==> src/rtl/terrain_scroller_if.sv <==
// Bus between terrain_scroller and its height RAM / frame-control neighbours.
// Master side is the scroller; slave side is the RAM plus start/done consumers.
interface terrain_scroller_if #(
  parameter int ADDR_W = 10,
  parameter int Y_W    = 9
) ();
  logic              start;
  logic [Y_W-1:0]    ram_q;
  logic [ADDR_W-1:0] ram_addr;
  logic              ram_wren;
  logic [Y_W-1:0]    ram_data;
  logic              busy;
  logic              done;
  logic [Y_W-1:0]    height_last;

  modport master (
    input  start, ram_q,
    output ram_addr, ram_wren, ram_data, busy, done, height_last
  );

  modport slave (
    output start, ram_q,
    input  ram_addr, ram_wren, ram_data, busy, done, height_last
  );
endinterface

==> src/rtl/terrain_scroller.sv <==
// Column-scroll engine: shifts the height RAM SHIFT columns toward 0, then refills the top with a clamped random walk.
// Optional macro TERRAIN_SCROLLER_PAUSE_EN adds a 'pause' input that stalls RD/GEN.
module terrain_scroller #(
  parameter int          ADDR_W = 10,
  parameter int          DEPTH  = 1024,
  parameter int          Y_W    = 9,
  parameter int          SHIFT  = 1,
  parameter int          Y_MIN  = 40,
  parameter int          Y_MAX  = 440,
  parameter int          Y_INIT = 240,
  parameter int          STEP_Y = 4,
  parameter logic [15:0] SEED   = 16'hACE1
) (
  input  logic clock,
  input  logic reset,
`ifdef TERRAIN_SCROLLER_PAUSE_EN
  input  logic pause,
`endif
  terrain_scroller_if.master bus
);

  localparam logic [2:0] S_IDLE = 3'd0;
  localparam logic [2:0] S_RD   = 3'd1;
  localparam logic [2:0] S_WR   = 3'd2;
  localparam logic [2:0] S_GEN  = 3'd3;
  localparam logic [2:0] S_DONE = 3'd4;

  localparam logic [ADDR_W-1:0] SHIFT_A   = ADDR_W'(SHIFT);
  localparam logic [ADDR_W-1:0] LAST_COPY = ADDR_W'(DEPTH - SHIFT - 1);
  localparam logic [ADDR_W-1:0] FIRST_GEN = ADDR_W'(DEPTH - SHIFT);
  localparam logic [ADDR_W-1:0] LAST_GEN  = ADDR_W'(DEPTH - 1);
  localparam logic [ADDR_W-1:0] ONE_A     = ADDR_W'(1);

  localparam logic [Y_W:0]   Y_MIN_W  = (Y_W+1)'(Y_MIN);
  localparam logic [Y_W:0]   Y_MAX_W  = (Y_W+1)'(Y_MAX);
  localparam logic [Y_W:0]   STEP_W   = (Y_W+1)'(STEP_Y);
  localparam logic [Y_W-1:0] Y_MIN_N  = Y_W'(Y_MIN);
  localparam logic [Y_W-1:0] Y_MAX_N  = Y_W'(Y_MAX);
  localparam logic [Y_W-1:0] STEP_N   = Y_W'(STEP_Y);
  localparam logic [Y_W-1:0] Y_INIT_N = Y_W'(Y_INIT);

  logic [2:0]        state;
  logic [ADDR_W-1:0] dst;
  logic [15:0]       lfsr;
  logic [15:0]       lfsr_next;
  logic [Y_W-1:0]    height_r;
  logic [Y_W-1:0]    h_next;
  logic [Y_W:0]      h_wide;
  logic [Y_W:0]      h_up;
  logic              stall;

`ifdef TERRAIN_SCROLLER_PAUSE_EN
  assign stall = pause;
`else
  assign stall = 1'b0;
`endif

  assign lfsr_next = {lfsr[14:0], lfsr[15] ^ lfsr[13] ^ lfsr[12] ^ lfsr[10]};
  assign h_wide    = {1'b0, height_r};
  assign h_up      = h_wide + STEP_W;

  // Saturating random walk; comparisons run one bit wider so nothing wraps
  always_comb begin
    h_next = height_r;
    case (lfsr[1:0])
      2'b00:   h_next = (h_wide < Y_MIN_W + STEP_W) ? Y_MIN_N : height_r - STEP_N;
      2'b11:   h_next = (h_up > Y_MAX_W) ? Y_MAX_N : h_up[Y_W-1:0];
      default: h_next = height_r;
    endcase
  end

  always_comb begin
    bus.ram_addr = '0;
    bus.ram_wren = 1'b0;
    bus.ram_data = '0;
    case (state)
      S_RD:  bus.ram_addr = dst + SHIFT_A;
      S_WR: begin
        bus.ram_addr = dst;
        bus.ram_wren = 1'b1;
        bus.ram_data = bus.ram_q;
      end
      S_GEN: begin
        bus.ram_addr = dst;
        bus.ram_wren = !stall;
        bus.ram_data = h_next;
      end
      default: ;
    endcase
  end

  assign bus.busy        = (state == S_RD) || (state == S_WR) || (state == S_GEN);
  assign bus.done        = (state == S_DONE);
  assign bus.height_last = height_r;

  // Read/write pairs copy the body, then GEN fills the vacated top columns
  always_ff @(posedge clock or posedge reset) begin
    if (reset) begin
      state    <= S_IDLE;
      dst      <= '0;
      lfsr     <= SEED;
      height_r <= Y_INIT_N;
    end else begin
      case (state)
        S_IDLE: begin
          if (bus.start) begin
            state <= S_RD;
            dst   <= '0;
          end
        end
        S_RD: begin
          if (!stall) state <= S_WR;
        end
        S_WR: begin
          if (dst == LAST_COPY) begin
            state <= S_GEN;
            dst   <= FIRST_GEN;
          end else begin
            state <= S_RD;
            dst   <= dst + ONE_A;
          end
        end
        S_GEN: begin
          if (!stall) begin
            height_r <= h_next;
            lfsr     <= lfsr_next;
            if (dst == LAST_GEN) state <= S_DONE;
            else                 dst   <= dst + ONE_A;
          end
        end
        S_DONE:  state <= S_IDLE;
        default: state <= S_IDLE;
      endcase
    end
  end

endmodule

==> src/flat_wrapper.sv <==
// flat-port wrapper written by rule: the top's interface ports become plain ports
module terrain_scroller_flat 
#(
  parameter int          ADDR_W = 10,
  parameter int          DEPTH  = 1024,
  parameter int          Y_W    = 9,
  parameter int          SHIFT  = 1,
  parameter int          Y_MIN  = 40,
  parameter int          Y_MAX  = 440,
  parameter int          Y_INIT = 240,
  parameter int          STEP_Y = 4,
  parameter logic [15:0] SEED   = 16'hACE1
)
  (clock, reset, bus_start, bus_ram_q, bus_ram_addr, bus_ram_wren, bus_ram_data, bus_busy, bus_done, bus_height_last);
  terrain_scroller_if #(.ADDR_W(ADDR_W), .Y_W(Y_W)) bus_i ();
  input  logic clock;
  input  logic reset;
  input wire logic [$bits(bus_i.start)-1:0] bus_start;
  input wire logic [$bits(bus_i.ram_q)-1:0] bus_ram_q;
  output wire logic [$bits(bus_i.ram_addr)-1:0] bus_ram_addr;
  output wire logic [$bits(bus_i.ram_wren)-1:0] bus_ram_wren;
  output wire logic [$bits(bus_i.ram_data)-1:0] bus_ram_data;
  output wire logic [$bits(bus_i.busy)-1:0] bus_busy;
  output wire logic [$bits(bus_i.done)-1:0] bus_done;
  output wire logic [$bits(bus_i.height_last)-1:0] bus_height_last;
  assign bus_i.start = bus_start;
  assign bus_i.ram_q = bus_ram_q;
  assign bus_ram_addr = bus_i.ram_addr;
  assign bus_ram_wren = bus_i.ram_wren;
  assign bus_ram_data = bus_i.ram_data;
  assign bus_busy = bus_i.busy;
  assign bus_done = bus_i.done;
  assign bus_height_last = bus_i.height_last;
  terrain_scroller #(.ADDR_W(ADDR_W), .DEPTH(DEPTH), .Y_W(Y_W), .SHIFT(SHIFT), .Y_MIN(Y_MIN), .Y_MAX(Y_MAX), .Y_INIT(Y_INIT), .STEP_Y(STEP_Y), .SEED(SEED)) u_core (.clock(clock), .reset(reset), .bus(bus_i));
endmodule
==> config.mk <==
export PLATFORM = sky130hd
export DESIGN_NAME = terrain_scroller_flat
export DESIGN_NICKNAME = d
export VERILOG_FILES = /design/src/rtl/terrain_scroller_if.sv /design/src/rtl/terrain_scroller.sv /design/src/flat_wrapper.sv
export SDC_FILE = /design/constraint.sdc
export NUM_CORES = 1
export LEC_CHECK = 0
export BUFFER_PORTS_ARGS = -buffer_cell sky130_fd_sc_hd__buf_2
export CELL_PAD_IN_SITES_DETAIL_PLACEMENT = 0
export CELL_PAD_IN_SITES_GLOBAL_PLACEMENT = 1
export CORE_MARGIN = 1.5
export CORE_UTILIZATION = 39
export CTS_BUF_LIST = sky130_fd_sc_hd__clkbuf_8
export CTS_CLUSTER_SIZE = 8
export DETAILED_ROUTE_END_ITERATION = 10
export MAX_ROUTING_LAYER = met4
export PLACE_DENSITY = 0.88
export SLEW_MARGIN = 20
export SYNTH_ARGS = -nofsm -noshare
export SYNTH_HDL_FRONTEND = slang
export SYNTH_SLANG_ARGS = --single-unit
==> constraint.sdc <==
create_clock -name clock -period 3 [get_ports clock]
set_clock_uncertainty 0.2 [all_clocks]
set_input_delay 0.75 -clock clock [delete_from_list [all_inputs] [get_ports clock]]
set_output_delay 0.75 -clock clock [all_outputs]
set_load 0.01 [all_outputs]
==> impl.org <==
** Worst setup path
- On the critical path, the stage with the largest delay is an instance of sky130_fd_sc_hd__dfstp_2.
- Buffers and inverters on the worst path :: 1
- Tracing the worst setup path back leads to its startpoint at u_core.bus.height_last[4].
- Along the worst path, the maximum fanout reaches 4.
- Crit Path Class :: register to output pin
- Type of origin of the critical path :: register
- Endpoint type of the worst setup path :: output pin
- Delay-heaviest family, CP :: simple AND/OR/NAND/NOR gates
- Arrival @ worst endpoint :: 2.29 ns
- Critical R2R Launch :: u_core.bus.height_last[3]
- Data on the critical path is required at its endpoint by 2.05 ns.
- In this design, the stage delay of the slowest critical-path cell is 0.59 ns.
- Cells traversed along the worst timing path :: nand3_2 -> or3_4 -> and2_4 -> a211o_1 -> a32o_2 -> buf_6

** Status
- Failing checks :: negative setup slack
- The run finished, with violations left.

** Layout
- Most common library cell in the layout ignoring fill and taps :: sky130_fd_sc_hd__nand2_1
- Most used cells in the layout excluding fill and tap cells :: sky130_fd_sc_hd__nand2_1 (69), sky130_fd_sc_hd__buf_4 (41), sky130_fd_sc_hd__buf_2 (40), sky130_fd_sc_hd__o21ai_0 (25), sky130_fd_sc_hd__dfrtp_1 (22)
- In the final design database the tool counted 441 nets.
- Once layout is complete, the utilization of the core stands at 54.8%.
- 0 antenna diodes ended up in the layout.
- After filler insertion, the fill cell instance count of the layout stands at 631.
- In the final layout, the share of cells above drive strength 1 is a little under two fifths.
- Number of standard cells in the layout, taps in and fillers out :: 503
- Compared with the post-synthesis result, the final layout area differs by 37.1%.

** Floorplanning
- In this run the count of I/O pins placed on the die edge is 43.
- Horiz. Die Dim :: 86.2 um
- The initialized floorplan defines 30 standard-cell rows.
- The floorplan step defined a die boundary enclosing 7430 um^2.
- The initial utilization of the core area, before any placement, comes to 40.0%.
- Die Ht :: 86.2 um
- Core ar. :: 6760 um^2

** Timing
- Final Hold Fails :: 0
- Headroom to the max-slew limit came out at 59.7%.
- Final setup violation count :: 9
- For the pin with the worst max-slew slack, the measured transition is 0.603 ns.
- Final min period :: roughly 3.2 ns
- Post-route fraction of the period consumed by the critical path :: 108%
- Post-route worst setup slack :: -0.245 ns
- Setup repair after global routing could not meet its margin everywhere.
- Derived from the worst setup path, the maximum achievable clock frequency is ~300 MHz.
- The max-slew violation total from the final report was 0.

** Placed design
- Input/output buffers :: 42
- Worst-case setup slack after placement :: 0.0210 ns
- Counting tap cells, the placed design contains a total of 478 instances.
- At the end of routability-driven placement, the weighted congestion stood at 0.942.
- Summed over all nets, the half-perimeter wirelength after detailed placement is 5410 um.

** Synthesis
- Post-synthesis register bit count :: 38
- The most used flip-flop cell after synthesis is sky130_fd_sc_hd__dfrtp_1.
- The synthesized netlist occupies a cell area of between 2000 and 3000 um^2.
- Proportion of synthesized flip-flops having asynchronous set or reset :: 100%
- Number of nets produced by synthesis :: 364
- For this run, the number of Yosys warnings is 0.
- Counting flops with a built-in enable in the synthesized netlist gives 0.
- A synthesized cell averages 7.83 um^2.
- The synthesized netlist contains 58 unique library cells.
- Proportion of synthesized chip area in sequential cells :: 35.8%
- Instance count of the mapped netlist :: 345

** Clock tree
- The longest clock path from root to sink contains 2 buffers.
- After clock tree synthesis, the clock-pin slew on the worst setup and hold paths is 0.08 ns.
- Counting the buffers created by CTS gives 5.
- Clock latency on the worst-skew pair, taken at its later pin, is 0.29 ns.
- Clock tree sinks :: 38
- Number of hold buffers added after CTS :: 0
- Clock root buffer :: sky130_fd_sc_hd__clkbuf_8
- TritonCTS built the clock tree.
- Maximum level of the CTS H-tree :: 2

** Global route
- Via count of the first global-routing pass :: 2,730
- Total routing usage reported by global routing :: between 20% and 30%
- The first global-routing pass estimated 13,000 um of wire.
- Entering global routing, the biggest net connects 39 pins.
- The number of antenna violations at the first check in global routing was 0.
- Global routing finished with a remaining overflow of 0.

** Detailed routing
- The detail route stage leaves a number of antenna-violating nets equal to 0.
- Before antenna repair, the detailed router went through 5 iterations.
- The first routing iteration left 160 violations.
- Number of design rule violations left after detail routing :: 0
- Wires add up to 8060 um.
- After detailed routing, the average wire length per cell comes to 16.0 um.
- Vias :: 2,887
- In the routed layout, each cell is associated on average with a via count of approximately 5.7.

** Min path
- Worst Hold Launch :: u_core.lfsr[11]
- The tightest min-delay check is of the register to register type.

** Pwr
- In this run the power density over the cells is 990 nW/um^2.
- In this run the static leakage power is 1.74 nW.
- Tot Pwr :: between 3 and 4 mW
- VDD sags by at most 0.456 mV.

** Job
- Reported max-cap violation count :: 0
==> routing by layer <==
metal  vias to the layer above  GRT usage (%)  wire, um
li1                       1390              -         -
met1                      1377           28.1      3420
met2                       109           38.1      4020
met3                        11           3.81       463
met4                         0           7.18       148
met5                         -              -         0
==> sequential cells by signal, indices dropped and copies added (netlist names) <==
| name | flops |
|---|---|
| u_core.lfsr | 16 |
| u_core.dst | 10 |
| u_core.state | 3 |
| u_core.bus.height_last | 9 |
==> logic make-up after synthesis <==
kind of cell               Yosys count  share of synthesized area (%)
AOI/OAI and AO/OA                  114                           28.3
xor gates and xnor gates             8                           2.60
adders and majority gates            7                           3.24
buffers and inverters               40                           5.84
DFF                                 38                           35.8
muxes                                3                           1.25
and+or+nand+nor                    135                           23.0
==> per-stage QoR <==
| step | hold slack (ns) | cell area (um^2) | TNS, ns |
|---|---|---|---|
| floorplan | 0.235 | 2720 | 0 |
| global placement | 0.247 | 3190 | 0 |
| detailed placement | 0.248 | 3190 | 0 |
| CTS | 0.261 | 3590 | -1.58 |
| global route | 0.271 | 3700 | -2.11 |
| finish | 0.259 | 3700 | -1.48 |
==> timing repair <==
item                       4_1_cts  5_1_grt
gates resized for setup         42       19
setup buffers                   13        5
pin swaps                       25       14
setup endpoints to repair        9       12
==> layout make-up <==
cell class                      instances  area [um^2]  area share, %
Clock inverter                          3         68.8           1.86
Tap cell                               80          100           2.70
Clock buffer                            5         68.8           1.86
Timing Repair Buffer                   95          666           18.0
Inverter                               15         58.8           1.59
Sequential cell                        38          971           26.2
Multi-Input combinational cell        267         1770           47.8
==> cell usage after synthesis (5+ instances only) <==
| cell | count | area, um^2 |
|---|---|---|
| sky130_fd_sc_hd__a211oi_1 | 5 | 37.5 |
| sky130_fd_sc_hd__a21o_1 | 9 | 67.6 |
| sky130_fd_sc_hd__a21oi_1 | 13 | 65.1 |
| sky130_fd_sc_hd__a31oi_1 | 7 | 43.8 |
| sky130_fd_sc_hd__and3_1 | 5 | 31.3 |
| sky130_fd_sc_hd__buf_2 | 6 | 30.0 |
| sky130_fd_sc_hd__clkbuf_1 | 19 | 71.3 |
| sky130_fd_sc_hd__dfrtp_1 | 26 | 651 |
| sky130_fd_sc_hd__dfstp_2 | 12 | 315 |
| sky130_fd_sc_hd__ha_1 | 7 | 87.6 |
| sky130_fd_sc_hd__inv_1 | 13 | 48.8 |
| sky130_fd_sc_hd__nand2_1 | 69 | 259 |
| sky130_fd_sc_hd__nand3_1 | 16 | 80.1 |
| sky130_fd_sc_hd__nor2_1 | 17 | 63.8 |
| sky130_fd_sc_hd__nor2b_1 | 5 | 31.3 |
| sky130_fd_sc_hd__o21ai_0 | 29 | 145 |
| sky130_fd_sc_hd__o21ai_1 | 8 | 40.0 |
| sky130_fd_sc_hd__o31ai_1 | 6 | 45.0 |
| sky130_fd_sc_hd__xnor2_1 | 6 | 52.6 |
==> tightest hold or removal path, stage by stage, from the launching register on <==
cell	delay [ns]
sky130_fd_sc_hd__dfstp_2	0.37
sky130_fd_sc_hd__nand2_1	0.05
sky130_fd_sc_hd__nand2_1	0.04
==> worst paths after layout <==
kind | endpoint | slack [ns] | depth (start not counted)
min | u_core.lfsr[11] | 0.26 | 2
min in group asynchronous | u_core.lfsr[3] | 0.37 | 3
max reg2reg | u_core.bus.height_last[3] | 0.63 | 10
max | bus_ram_data[0] | -0.24 | 6
min reg2reg | u_core.lfsr[11] | 0.26 | 2
max in group asynchronous | u_core.dst[1] | 1.86 | 3
==> power breakdown <==
part	internal, mW	total (mW)	switching (mW)
combinational	1.08	2.37	1.29
sequential	0.623	0.767	0.144
clock	0.333	0.527	0.194
total	2.04	3.66	1.63
No activity file was read; power rests on OpenSTA's default activity.
